**src/rtl/pipe_skid_reg.sv**
```systemverilog
// rtl/pipe_skid_reg.sv - pipeline stage register with valid/ready 2-entry skid buffer
module pipe_skid_reg #(
    parameter int DATA_W    = 32,
    parameter bit FLUSH_CLR = 1'b1,
    parameter int CNT_W     = 16
) (
    input  logic              clk,
    input  logic              rst,
    input  logic              flush,
    input  logic              hlt,
    input  logic              in_valid,
    input  logic [DATA_W-1:0] in_data,
    output logic              in_ready,
    output logic              out_valid,
    output logic [DATA_W-1:0] out_data,
    input  logic              out_ready,
    output logic [CNT_W-1:0]  stall_cnt
);

    typedef enum logic [1:0] {
        EMPTY = 2'd0,
        ONE   = 2'd1,
        FULL  = 2'd2
    } state_t;

    state_t              state_q, state_d;
    logic [DATA_W-1:0]   main_q, main_d;
    logic [DATA_W-1:0]   skid_q, skid_d;
    logic [CNT_W-1:0]    cnt_q, cnt_d;
    logic                push, pop;

    assign in_ready  = (state_q != FULL) && !hlt && !flush && !rst;
    assign out_valid = (state_q != EMPTY) && !hlt && !flush;
    assign out_data  = main_q;
    assign stall_cnt = cnt_q;

    assign push = in_valid && in_ready;
    assign pop  = out_valid && out_ready;

    always_comb begin
        state_d = state_q;
        main_d  = main_q;
        skid_d  = skid_q;
        cnt_d   = cnt_q;

        if (flush) begin
            state_d = EMPTY;
            if (FLUSH_CLR) begin
                main_d = '0;
                skid_d = '0;
            end
        end else if (!hlt) begin
            unique case (state_q)
                EMPTY: begin
                    if (push) begin
                        state_d = ONE;
                        main_d  = in_data;
                    end
                end
                ONE: begin
                    if (push && pop) begin
                        main_d = in_data;
                    end else if (push) begin
                        state_d = FULL;
                        skid_d  = in_data;
                    end else if (pop) begin
                        state_d = EMPTY;
                    end
                end
                FULL: begin
                    if (pop) begin
                        state_d = ONE;
                        main_d  = skid_q;
                    end
                end
                default: state_d = EMPTY;
            endcase

            // Saturating count of cycles where a held payload is refused downstream
            if ((state_q != EMPTY) && !out_ready && (cnt_q != {CNT_W{1'b1}})) begin
                cnt_d = cnt_q + 1'b1;
            end
        end
    end

    always_ff @(posedge clk or posedge rst) begin
        if (rst) begin
            state_q <= EMPTY;
            main_q  <= '0;
            skid_q  <= '0;
            cnt_q   <= '0;
        end else begin
            state_q <= state_d;
            main_q  <= main_d;
            skid_q  <= skid_d;
            cnt_q   <= cnt_d;
        end
    end

endmodule

```
**config.mk**
```make
export PLATFORM = sky130hd
export DESIGN_NAME = pipe_skid_reg
export DESIGN_NICKNAME = d
export VERILOG_FILES = /design/src/rtl/pipe_skid_reg.sv
export SDC_FILE = /design/constraint.sdc
export NUM_CORES = 1
export LEC_CHECK = 0
export BUFFER_PORTS_ARGS = -buffer_cell sky130_fd_sc_hd__buf_2
export CORE_UTILIZATION = 45
export CTS_CLUSTER_DIAMETER = 120
export DETAILED_ROUTE_END_ITERATION = 6
export HOLD_SLACK_MARGIN = 0.1
export PLACE_DENSITY = 0.67
export REMOVE_ABC_BUFFERS = 1
export SETUP_SLACK_MARGIN = 0.1
export SYNTH_ARGS = -nofsm -noshare
export SYNTH_HDL_FRONTEND = slang
export SYNTH_SLANG_ARGS = --single-unit
export TNS_END_PERCENT = 10
```
**constraint.sdc**
```tcl
create_clock -name clk -period 6 [get_ports clk]
set_input_delay 0 -clock clk [delete_from_list [all_inputs] [get_ports clk]]
set_output_delay 0 -clock clk [all_outputs]
set_load 0.02 [all_outputs]
```
==> results of run 1 <==
==> final timing paths <==
kind,startpoint,end
worst min register to register,stall_cnt[14]$_DFFE_PP0P_,stall_cnt[14]$_DFFE_PP0P_
worst max-delay path,state_q[0]$_DFFE_PP0P_,out_data[27]$_DFFE_PP0P_
worst max register to register,state_q[0]$_DFFE_PP0P_,out_data[27]$_DFFE_PP0P_
worst min-delay path,out_ready,stall_cnt[4]$_DFFE_PP0P_
min in group asynchronous,rst,state_q[0]$_DFFE_PP0P_
max in group asynchronous,rst,out_data[18]$_DFFE_PP0P_
==> critical path, cell delays in order (launching register included) <==
cell and delay [ns]:
dfrtp_1 0.42, inv_1 0.12, ha_1 0.26, or2_2 0.18, nor3b_1 0.07, o32ai_4 0.92, buf_4 0.46, mux2_2 0.37
==> flip-flops by register name (all words and copies together), names as in the netlist <==
register,flops
out_data,32
state_q,2
skid_q,32
stall_cnt,16
==> layer usage <==
| metal | vias up | global-route usage | part of all wire |
|---|---|---|---|
| met5 | - | 0 | 0 |
| met2 | 69 | 0.3267 | 0.47 |
| met3 | 11 | 0.04716 | 0.042 |
| met1 | 1546 | 0.2351 | 0.47 |
| met4 | 0 | 0.05686 | 0.013 |
| li1 | 1646 | - | - |
==> synth_stat cells, types with 2 or more instances <==
| master | count | share of area |
|---|---|---|
| dfrtp_1 | 82 | 0.47 |
| nor2_1 | 39 | 0.033 |
| nand2_1 | 36 | 0.031 |
| nand2b_1 | 35 | 0.050 |
| o21ai_0 | 33 | 0.037 |
| mux2i_1 | 32 | 0.073 |
| nor2b_1 | 32 | 0.045 |
| mux2_4 | 30 | 0.10 |
| clkbuf_1 | 13 | 0.011 |
| inv_1 | 9 | 0.0077 |
| xor2_1 | 7 | 0.014 |
| xnor2_1 | 6 | 0.012 |
| ha_1 | 5 | 0.014 |
| nand3_1 | 5 | 0.0057 |
| nor4_1 | 5 | 0.0071 |
| a21oi_1 | 4 | 0.0045 |
| mux2_2 | 4 | 0.010 |
| nand4_1 | 4 | 0.0057 |
| nor3_1 | 4 | 0.0045 |
| and3_1 | 3 | 0.0043 |
| and4_1 | 3 | 0.0060 |
| buf_2 | 3 | 0.0034 |
| buf_4 | 3 | 0.0051 |
| buf_6 | 3 | 0.0077 |
| a211oi_1 | 2 | 0.0034 |
| buf_1 | 2 | 0.0017 |
| o211ai_1 | 2 | 0.0034 |
==> where the power goes <==
part / switching (W) / leakage, nW / internal [W]
Sequential: 0.0000153 / 1.12 / 0.000572
Combinational: 0.0000964 / 1.43 / 0.0000859
Clock: 0.000217 / 0.0858 / 0.000153
Total: 0.000328 / 2.64 / 0.000811
==> stage by stage <==
| step | setup slack [ns] | hold WS [ns] | total power [W] | instance area, µm² |
|---|---|---|---|---|
| after global placement | 2.907 | 0.2196 | 0.0007626 | 4927 |
| after floorplan | 1.251 | 0.07979 | 0.0007032 | 4278 |
| after CTS | 3.053 | 0.1597 | 0.001151 | 5446 |
| after global routing | 2.899 | 0.2141 | 0.001191 | 5446 |
| final | 3.073 | 0.1672 | 0.001139 | 5446 |
| after detailed placement | 2.894 | 0.2267 | 0.0007652 | 4927 |
==> final cells by class <==
| cell class | count | area, µm² | area share |
|---|---|---|---|
| Sequential cell | 82 | 2052 | 0.3768 |
| Timing Repair Buffer | 126 | 813.3 | 0.1493 |
| Inverter | 9 | 35.03 | 0.006432 |
| Clock buffer | 9 | 123.9 | 0.02274 |
| Clock inverter | 7 | 55.05 | 0.01011 |
| Tap cell | 129 | 161.4 | 0.02963 |
| Multi-Input combinational cell | 304 | 2206 | 0.4050 |
==> cells by family after synthesis <==
logic type                 count (synthesis)  synth area share
and+or+nand+nor                          172            0.2034
adders and majority gates                  5           0.01418
xor gates and xnor gates                  13           0.02582
muxes                                     66            0.1850
buffers and inverters                     34           0.03773
DFF                                       82            0.4652
AOI/OAI and AO/OA                         48           0.06865
==> timing repair <==
action / CTS / global route
endpoints found under the hold margin: 147 / 0
endpoints found under the setup margin: 0 / 0
hold buffers: 34 / 0
==> out/metrics.csv, run 1 <==
stage,metric,value,unit
yosys,Main synth FF type,dfrtp_1,
yosys,unique cell type count in the Yosys netlist,41,
detailed_routing,Routed Antenna Nets,0,
sta,final hold vios,0,
finish,"Cell Count, Final, Fillers Out",666,
finish,final core occ,0.5812,
yosys,sequential fraction of the synthesis area,0.4652,
yosys,Synth async-reset ratio,1.000,
detailed_routing,overall via count from detail_route,3272,
cts,Num CTS Buffers,9,
critical_path,worst-path maximum fanout,17,
detailed_routing,Post-Route WL,9121,µm
pwr,P_leak,2.643,nW
detailed_routing,drt via density,4.913,
yosys,Post-synth EDFFs,0,
finish,share of cells above drive strength 1,0.2775,
job,Max Cap Viol,0,
finish,nets@finish,575,
yosys,cell area after synthesis,4410,µm²
cts,CTS root buf,clkbuf_8,
floorplan,Core Rows,35,
yosys,"FF+latch count, synth",82,
finish,"commonest non-fill, non-tap cell in the layout",buf_2,
yosys,syn_area_per_cell,10.50,µm²
critical_path,reg2reg setup slack,3.07,ns
finish,most frequent cells in the layout,"buf_2, dfrtp_1, nor2_1",
placement,placed cell count,616,
cts,"Clk Latency, worst-skew pair",0.36,ns
sta,Least-Margin Pin Slew,1.082,ns
placement,I/O Buffers,87,
pwr,power density over the cells,209.1,nW/µm²
detailed_routing,drt drc,0,
sta,FMAX,341.7,MHz
detailed_routing,DRT Pass-1 Iters,4,
cts,clock transition at the registers of the reported paths,0.08,ns
detailed_routing,initial drt markers,138,
cts,Sink Count,82,
global_route,initial antenna violation count,0,
floorplan,IO Pins,88,
finish,Syn-to-layout area delta,23.49,%
sta,TNS Setup,0,ns
cts,CTS tree,built,
critical_path,data arrival time of the critical path,3.17,ns
global_route,vias in the first global route,3197,
yosys,Syn Inst Count,420,
pwr,maximum VDD drop,0.1459,mV
cts,clk buf depth,2,
floorplan,die width,101,µm
detailed_routing,WL/cell,13.70,µm
run_status,outcome,"complete, no violations",
floorplan,Initial Util,0.4706,
placement,GPL Wtd Cong,0.7558,
sta,clk_skew,0.008099,ns
sta,final worst path period share,0.4878,
cts,CTS HTree Levels,3,
floorplan,Core ar.,9371,µm²
placement,DP Wirelength,5584,µm
sta,Tmin final,2.927,ns
finish,ANT cells,0,
critical_path,"Req. time, crit path",6.25,ns
cts,PostCTS Resize Cnt,0,
sta,RSZ-0062 raised after global routing,false,
finish,fillers,841,
sta,final count of negative-setup-slack endpoints,0,
min_path,Hold Path Class,in2reg,
critical_path,kind of critical path,reg2reg,
yosys,synth warn,0,
critical_path,worst-case reg-to-reg path depth,7,
global_route,first-pass GRT wire length,15050,µm
critical_path,CP startpoint kind,register,
floorplan,Die Height,101,µm
critical_path,CP endpoint kind,register,
global_route,GR Util All Layers,0.1896,
min_path,Hold Path Stages,4,
global_route,largest net degree at the start of global routing,104,
global_route,"Remaining Overflow, GRT",0,
sta,Slew Limit Fails,0,
sta,Slew HR,0.2785,
cts,post-CTS setup repair buffer count,0,
floorplan,die area,10200,µm²
Power figures use the tool's default switching activity.
==> run 2: changes to the inputs <==
PLACE_DENSITY = 0.7   (was 0.67)
clock period = 2.4 ns   (was 6 ns; I/O delays follow)
==> run 2 against run 1 <==
Net effect: hold slack gained 0.023 ns; non-clock buffer count grew 5; count of clock-buffer cells in the layout is the same; final area grew 2.0%; combinational power grew to 2.6 times the previous value; critical path type unchanged; maximum frequency grew 31%; via count grew 1.9%; critical endpoint is now state_q[0]$_DFFE_PP0P_; global-route usage grew 0.58 points.
==> out/metrics.csv, run 2 (synthesized netlist as in run 1, its figures left out) <==
stage,metric,value,unit,change
finish,fillers,831,,-1.2%
detailed_routing,WL/cell,14.31,µm,+4.5%
sta,Slew Limit Fails,0,,unchanged
finish,"Cell Count, Final, Fillers Out",669,,+0.45%
sta,final worst slack,0.1590,ns,-2.914 ns
finish,final core occ,0.5929,,+0.01175
pwr,power density over the cells,527.6,nW/µm²,+150%
global_route,"Remaining Overflow, GRT",0,,unchanged
placement,GPL Wtd Cong,0.8699,,+15%
cts,Sink Count,82,,unchanged
min_path,Hold Path Class,in2reg,,
sta,Least-Margin Pin Slew,0.7258,ns,-0.3564 ns
cts,CTS root buf,clkbuf_8,,
finish,multi-input logic area,2230,µm²,+1.1%
placement,DP Wirelength,6201,µm,+11%
critical_path,Top Family by Delay on Critical Path,simple AND/OR/NAND/NOR gates,,
detailed_routing,Post-Route WL,9571,µm,+4.9%
job,Max Cap Viol,0,,unchanged
detailed_routing,drt drc,0,,unchanged
finish,FF/Latch Area,2052,µm²,unchanged
critical_path,Crit path top cell by count,inv_1,,
placement,DP Worst Slack,0.09385,ns,-2.801 ns
floorplan,Initial Util,0.4706,,unchanged
sta,clk_skew,0.005921,ns,-0.002179 ns
sta,final worst path period share,0.9338,,+0.4459
finish,share of cells above drive strength 1,0.2889,,+0.01142
critical_path,worst-path cell chain,"inv_1, ha_2, or4_4, inv_1, a21oi_1, a311oi_2, mux2_2",,
sta,FMAX,446.2,MHz,+31%
sta,TNS Setup,0,ns,unchanged
sta,Slew HR,0.5117,,+0.2332
detailed_routing,overall via count from detail_route,3333,,+1.9%
finish,most frequent cells in the layout,"buf_2, dfrtp_1, nor2_1",,
critical_path,"Buf+Inv Stages, Crit Path",2,,unchanged
global_route,largest net degree at the start of global routing,69,,-34%
cts,"Clk Latency, worst-skew pair",0.35,ns,about the same
sta,final count of negative-setup-slack endpoints,0,,unchanged
cts,CTS HTree Levels,3,,unchanged
floorplan,die width,101,µm,unchanged
critical_path,kind of critical path,reg2reg,,
sta,final hold vios,0,,unchanged
critical_path,CP startpoint kind,register,,
finish,nets@finish,580,,+0.87%
pwr,P_leak,2.709,nW,+2.5%
detailed_routing,drt via density,4.982,,+1.4%
global_route,first-pass GRT wire length,15380,µm,+2.2%
pwr,maximum VDD drop,0.3642,mV,+150%
sta,RSZ-0062 raised after global routing,true,,
critical_path,"Req. time, crit path",2.64,ns,-3.61 ns
floorplan,IO Pins,88,,unchanged
critical_path,CP peak stage delay,0.58,ns,-0.34 ns
global_route,GR Util All Layers,0.1954,,+0.005803
critical_path,data arrival time of the critical path,2.48,ns,-0.69 ns
global_route,initial antenna violation count,0,,unchanged
cts,Num CTS Buffers,9,,unchanged
critical_path,CP endpoint kind,register,,
run_status,outcome,"complete, no violations",,
sta,Tmin final,2.241,ns,-0.6859 ns
floorplan,Core Rows,35,,unchanged
floorplan,Die Height,101,µm,unchanged
detailed_routing,Routed Antenna Nets,0,,unchanged
critical_path,Worst path slowest cell,or4_4,,
cts,clk buf depth,2,,unchanged
finish,ANT cells,0,,unchanged
placement,placed cell count,620,,+0.65%
finish,"commonest non-fill, non-tap cell in the layout",buf_2,,
placement,I/O Buffers,87,,unchanged
detailed_routing,initial drt markers,113,,-18%
floorplan,Core ar.,9371,µm²,unchanged
global_route,vias in the first global route,3215,,+0.56%
cts,clock transition at the registers of the reported paths,0.08,ns,about the same
cts,CTS tree,built,,
critical_path,worst-path maximum fanout,5,,-12
detailed_routing,DRT Pass-1 Iters,4,,unchanged
floorplan,die area,10200,µm²,unchanged
finish,Syn-to-layout area delta,25.99,%,
[run 2: worst min-delay path: cells and delay by family]
kind | cells | cell delay [ns]
AOI/OAI and AO/OA | 1 | 0.07
buffers and inverters | 2 | 0.27
and+or+nand+nor | 2 | 0.16
[run 2: path summary, 6_finish.rpt]
kind	from	end	slack, ns	depth (start not counted)
worst max-delay path	state_q[0]$_DFFE_PP0P_	state_q[0]$_DFFE_PP0P_	0.16	7
worst min register to register	stall_cnt[14]$_DFFE_PP0P_	stall_cnt[14]$_DFFE_PP0P_	0.53	1
max in group asynchronous	rst	state_q[0]$_DFFE_PP0P_	1.48	4
worst max register to register	state_q[0]$_DFFE_PP0P_	state_q[0]$_DFFE_PP0P_	0.16	7
worst min-delay path	hlt	stall_cnt[4]$_DFFE_PP0P_	0.19	5
min in group asynchronous	rst	skid_q[10]$_DFFE_PP0P_	0.26	3
[run 2: area by class of cell]
type                            instances  share of cell area
Clock buffer                            9             0.02229
Tap cell                              129             0.02905
Inverter                                9            0.006305
Clock inverter                          5             0.01013
Timing Repair Buffer                  131              0.1617
Sequential cell                        82              0.3693
Multi-Input combinational cell        304              0.4013
[run 2: through the flow]
| stage | power (W) | cell area, µm² | hold WS, ns |
|---|---|---|---|
| 2_1_floorplan | 0.001758 | 4278 | 0.07979 |
| 3_3_place_gp | 0.001919 | 5007 | 0.1097 |
| 3_5_place_dp | 0.001929 | 5007 | 0.1224 |
| 4_1_cts | 0.002957 | 5524 | 0.1799 |
| 5_1_grt | 0.003058 | 5557 | 0.2230 |
| 6_report | 0.002932 | 5557 | 0.1906 |
[run 2: metal layers]
layer	share of wire	track usage
met5	0	0
met4	0.018	0.08361
met3	0.038	0.03675
met2	0.47	0.3235
met1	0.47	0.2508
[run 2: what timing repair did]
| action | CTS | global route |
|---|---|---|
| endpoints found under the hold margin | 97 | 0 |
| gates cloned | 0 | 0 |
| hold buffers | 33 | 0 |
| buffers inserted | 0 | 2 |
| setup endpoints to repair | 18 | 61 |
| pin swaps | 0 | 0 |
| resized for setup | 1 | 3 |
[run 2: power breakdown]
part / switching (W) / total (W) / internal, W
clock: 0.000514 / 0.000984 / 0.000470
sequential: 0.0000404 / 0.00147 / 0.00143
combinational: 0.000249 / 0.000479 / 0.000229
